**src/rtl/stretch_pkg.sv**
```systemverilog
// Shared types and default timing constants for the LED pulse stretcher.
// Latency: n/a (package only).
// Backpressure: n/a (package only).
package stretch_pkg;

   // Stretcher FSM state encoding.
   typedef enum logic [1:0] {
      IDLE = 2'd0,
      ON   = 2'd1,
      GAP  = 2'd2
   } state_t;

   // Default window lengths, in Clk cycles.
   localparam int DEF_HOLD_CYCLES = 3000000;
   localparam int DEF_GAP_CYCLES  = 500000;
   localparam int DEF_CNT_W       = 22;

   // The button debouncer's dead time matches the LED off gap, so both
   // blocks stay in step when the LED mirrors a debounced button.
   localparam int DEBOUNCE_DEAD_CYCLES = DEF_GAP_CYCLES;

   // The LED path is occupied whenever the FSM is in a window or a gap.
   function automatic logic is_busy(input state_t s);
      return (s != IDLE);
   endfunction

endpackage

```
**src/rtl/rise_detect.sv**
```systemverilog
// Rising-edge detector: one flop of history, rise = din & ~din_q.
// Latency: combinational from din; history updates on every Clk edge.
// Backpressure: none.
//
// Ports:
//   Clk     - system clock, rising edge
//   nReset  - asynchronous active-low reset; history loads RST_VAL
//   din     - level input
//   rise    - high while din is 1 and was 0 at the previous edge
module rise_detect #(
   // A reset value of 1 means a level already high at reset release
   // is not reported as an edge.
   parameter logic RST_VAL = 1'b1
) (
   input  logic Clk,
   input  logic nReset,
   input  logic din,
   output logic rise
);

   logic din_q;

   always_ff @(posedge Clk or negedge nReset) begin
      if (!nReset) begin
         din_q <= RST_VAL;
      end else begin
         din_q <= din;
      end
   end

   assign rise = din & ~din_q;

endmodule

```
**src/rtl/led_pulse_stretcher.sv**
```systemverilog
// Stretches single-cycle event strobes into LED-on windows of HOLD_CYCLES,
// each followed by a forced LED-off gap of GAP_CYCLES.
// Latency: event sampled at edge k drives Led high from edge k; no backpressure,
//          overflow beyond one queued event is flagged on Overrun.
//
// Ports:
//   Clk      - system clock, rising edge
//   nReset   - asynchronous active-low reset
//   Enable   - synchronous enable; 0 forces idle and clears the queue
//   Trigger  - event input; its rising edge is the event
//   Led      - registered LED drive, active high
//   Busy     - registered; high during ON and GAP
//   Pending  - registered; one event queued for the next window
//   Overrun  - registered one-cycle pulse; an event was dropped
module led_pulse_stretcher
   import stretch_pkg::*;
#(
   parameter int HOLD_CYCLES = DEF_HOLD_CYCLES,
   parameter int GAP_CYCLES  = DEF_GAP_CYCLES,
   parameter int CNT_W       = DEF_CNT_W,
   parameter bit RETRIGGER   = 1'b1
) (
   input  logic Clk,
   input  logic nReset,
   input  logic Enable,
   input  logic Trigger,
   output logic Led,
   output logic Busy,
   output logic Pending,
   output logic Overrun
);

   localparam logic [CNT_W-1:0] HOLD_LAST = CNT_W'(HOLD_CYCLES - 1);
   localparam logic [CNT_W-1:0] GAP_LAST  = CNT_W'(GAP_CYCLES - 1);

   state_t           state_q;
   state_t           state_d;
   logic [CNT_W-1:0] cnt_q;
   logic [CNT_W-1:0] cnt_d;
   logic             pend_d;
   logic             ovr_d;
   logic             rise;
   logic             evt;
   logic             hold_end;
   logic             gap_end;

   rise_detect #(
      .RST_VAL (1'b1)
   ) u_rise (
      .Clk    (Clk),
      .nReset (nReset),
      .din    (Trigger),
      .rise   (rise)
   );

   // The edge detector keeps tracking Trigger while disabled; only the
   // event itself is masked.
   assign evt      = rise & Enable;
   assign hold_end = (cnt_q == HOLD_LAST);
   assign gap_end  = (cnt_q == GAP_LAST);

   always_comb begin
      state_d = state_q;
      cnt_d   = cnt_q + 1'b1;
      pend_d  = Pending;
      ovr_d   = 1'b0;

      if (!Enable) begin
         state_d = IDLE;
         cnt_d   = '0;
         pend_d  = 1'b0;
      end else begin
         case (state_q)
            IDLE: begin
               cnt_d = '0;
               if (evt) begin
                  state_d = ON;
               end
            end

            ON: begin
               if (evt && RETRIGGER) begin
                  // Restart the hold window, even on its final cycle.
                  cnt_d = '0;
               end else begin
                  if (evt) begin
                     if (Pending) begin
                        ovr_d = 1'b1;
                     end else begin
                        pend_d = 1'b1;
                     end
                  end
                  if (hold_end) begin
                     state_d = GAP;
                     cnt_d   = '0;
                  end
               end
            end

            GAP: begin
               if (gap_end) begin
                  cnt_d = '0;
                  if (Pending || evt) begin
                     // One event opens the next window directly. If a queued
                     // event and a fresh one coincide, only one can be served.
                     state_d = ON;
                     pend_d  = 1'b0;
                     ovr_d   = Pending & evt;
                  end else begin
                     state_d = IDLE;
                  end
               end else if (evt) begin
                  if (Pending) begin
                     ovr_d = 1'b1;
                  end else begin
                     pend_d = 1'b1;
                  end
               end
            end

            default: begin
               state_d = IDLE;
               cnt_d   = '0;
               pend_d  = 1'b0;
            end
         endcase
      end
   end

   // Outputs are registered from the next-state decode so they line up
   // with the state they describe.
   always_ff @(posedge Clk or negedge nReset) begin
      if (!nReset) begin
         state_q <= IDLE;
         cnt_q   <= '0;
         Led     <= 1'b0;
         Busy    <= 1'b0;
         Pending <= 1'b0;
         Overrun <= 1'b0;
      end else begin
         state_q <= state_d;
         cnt_q   <= cnt_d;
         Led     <= (state_d == ON);
         Busy    <= is_busy(state_d);
         Pending <= pend_d;
         Overrun <= ovr_d;
      end
   end

endmodule
```
**config.mk**
```make
export PLATFORM = sky130hd
export DESIGN_NAME = led_pulse_stretcher
export DESIGN_NICKNAME = d
export VERILOG_FILES = /design/src/rtl/stretch_pkg.sv /design/src/rtl/rise_detect.sv /design/src/rtl/led_pulse_stretcher.sv
export SDC_FILE = /design/constraint.sdc
export NUM_CORES = 1
export LEC_CHECK = 0
export CAP_MARGIN = 25
export CORE_MARGIN = 1.5
export CORE_UTILIZATION = 35
export DETAILED_ROUTE_END_ITERATION = 10
export GPL_ROUTABILITY_DRIVEN = 1
export SYNTH_ARGS = -nofsm -noshare
export SYNTH_HDL_FRONTEND = slang
export SYNTH_HIERARCHICAL = 1
export SYNTH_SLANG_ARGS = --single-unit
```
**constraint.sdc**
```tcl
create_clock -name Clk -period 6 [get_ports Clk]
set_input_delay 1.8 -clock Clk [delete_from_list [all_inputs] [get_ports Clk]]
set_output_delay 1.8 -clock Clk [all_outputs]
set_load 0.03 [all_outputs]
```
==> results_dict.tcl <==
set metrics [dict create \
    ant_nets 0 \
    max-slew-margin-rel 0.357 \
    worstSkewPairLatency_ps 270 \
    dp.cells 214 \
    row_count 24 \
    start_kind "flip-flop" \
    clock-root-buffer "clkbuf_8" \
    grt_max_degree 30 \
    tightest_slew_ps 956 \
    core_area_um2 4320 \
    finalSetupViolCount 0 \
    final_util 0.408 \
    cts_tree "yes" \
    ys_warn_count 6 \
    h-tree-depth 2 \
    io_pins 8 \
    cts_resized 0 \
    regToRegStartpoint "cnt_q[5]" \
    layout_commonest_cell "nor2_1" \
    dieArea_um2 4860 \
    reg2reg_to "cnt_q[19]" \
    slowest_stage "clkdlybuf4s50_1" \
    die_w_um 69.7 \
    syn_inst 156 \
    wire_per_inst_um 12.7 \
    drt_iter0_drc 37 \
    endpoint_kind "output port" \
    maxSlewViolCount 0 \
    cts_setup_buffers 0 \
    final_cell_mix "nor2_1 (29), dfrtp_1 (28), nand2_1 (14)" \
    drive_gt1_frac 0.0947 \
    final_cell_count_no_fill 221 \
    grt_pass1_vias 1046 \
    cap_violations 0 \
    leakage_nw 0.697 \
    required_ps 4200 \
    fin_nets 178 \
    setup_tns_ps 0 \
    dp_hpwl_mm 2.04 \
    cp_cell_sequence "clkdlybuf4s50_1" \
    fin_skew_ps 3.25 \
    ys_types 37 \
    ys_ff_latch 29 \
    synth-seq-area-share 0.466 \
    path_buf_inv 1 \
    critPathMaxStageDelay_ps 690 \
    outcome "complete, no violations" \
    fin_hold_ws_ps 487 \
    hold_path.class "flip-flop to flip-flop" \
    grt_overflow 0 \
    vias 1111 \
    area_delta_synth_final_pct 13.2 \
    dr.pass1.iters 4 \
    fin_crit_ps 3150 \
    critPathKind "flip-flop to output port" \
    min_path_cells 1 \
    cts-buffers-inserted 5 \
    gr-usage-all-layers 0.130 \
    drc 0 \
    hold_path_end "cnt_q[0]" \
    hold_start "cnt_q[0]" \
    syn_nets 165 \
    r2r_slack_ps 3930 \
    hold_viol_final 0 \
    critical_path.top_delay_family "buffers and inverters" \
    holdBufCountCts 0 \
    clk_pin_slew_worst_paths_ps 60 \
    reg2reg_depth 5 \
    grt_first_pass_wirelength_mm 4.91 \
    syn_area_per_cell_um2 9.99 \
    synthesis.area_um2 1560 \
    crit_arrival_ps 1350 \
    rsz0062_at_grt "false" \
    fmaxAchievable_mhz 318 \
    critPathMaxFanout 4 \
    startpoint "Pending" \
    antenna_found_initial 0 \
    vias_per_cell 5.03 \
    diodes 0 \
    place.gp.congestion 0.830 \
    die_h_um 69.7 \
    initial_core_util 0.361 \
    clock_sinks 29 \
    power_w 0.000379 \
    wirelength_mm 2.81 \
    clk_path_buf_depth 2 \
    ir_worst_vdd_v 0.000100 \
    period_share 0.524 \
    portBuffers 7 \
    p_per_area_nw_per_um2 214 \
]
sequential cells by signal, summed over array words and instances (netlist names):
register / cells
state_q: 2
Led: 1
Pending: 1
u_rise/din_q: 1
cnt_q: 22
Busy: 1
Overrun: 1
per-stage QoR:
step | instance area [µm²] | setup WS, ps
final | 1770 | 2850
after global routing | 1770 | 2820
after CTS | 1770 | 2830
after detailed placement | 1680 | 2650
after global placement | 1680 | 2730
after floorplan | 1560 | 3250
cell usage after synthesis:
master	n	area, µm²
buf_6	2	22.5
a211oi_2	1	12.5
and3_1	3	18.8
or4_1	1	7.51
nand3_1	6	30.0
or3_4	1	11.3
nand2_1	14	52.6
nor2_1	29	109
xor2_1	12	105
nand4_1	7	43.8
a21oi_1	3	15.0
nor2b_1	2	12.5
or4b_1	1	10.0
nor4_1	3	18.8
and2_1	1	6.26
dfrtp_1	28	701
ha_1	5	62.6
a21boi_0	1	7.51
a21o_1	1	7.51
or4b_4	1	13.8
xnor2_1	8	70.1
o211ai_1	1	7.51
nor4bb_1	1	10.0
a21bo_2	1	10.0
nor2b_4	1	13.8
o21ai_0	2	10.0
a21o_4	1	15.0
inv_1	6	22.5
nand4b_1	3	26.3
o31a_1	1	8.76
nand2b_1	1	6.26
and4bb_2	1	12.5
and4_1	1	8.76
a211oi_1	1	7.51
dfstp_2	1	26.3
o31ai_4	1	21.3
nor3_1	3	15.0
layout make-up:
cell class	count	area, µm²
Multi-Input combinational cell	119	787
Fill cell	425	2560
Inverter	6	22.5
Clock buffer	7	86.3
Sequential cell	29	727
Timing Repair Buffer	8	77.6
Tap cell	52	65.1
power breakdown:
group | internal (W) | switching, W
Clock | 0.0000906 | 0.0000654
Combinational | 0.00000907 | 0.0000134
Sequential | 0.000198 | 0.00000174
Total | 0.000298 | 0.0000806
worst max-delay path by stage:
| stage | to | cells past startpoint | slack [ps] |
|---|---|---|---|
| floorplan | cnt_q[13] | 6 | 3250 |
| global placement | Led | 5 | 2730 |
| detailed placement | Led | 5 | 2650 |
| CTS | Pending | 1 | 2830 |
| global route | Pending | 1 | 2820 |
| finish | Pending | 1 | 2850 |
metal layers:
metal  track usage  routed length, µm  vias up
met5             0                  0        -
li1              -                  -      560
met3        0.0596                127        2
met4        0.0385                 14        0
met2         0.184               1290       20
met1         0.179               1370      529
cells by family (layout without fill, tap and decap cells):
logic type	Yosys count	after routing	synth area share
adders and majority gates	5	5	0.0401
buffers and inverters	8	21	0.0289
xor gates and xnor gates	20	20	0.112
AOI/OAI and AO/OA	14	14	0.0787
DFF	29	29	0.466
and+or+nand+nor	80	80	0.274
Note: power is estimated with default switching activity, not from simulation.
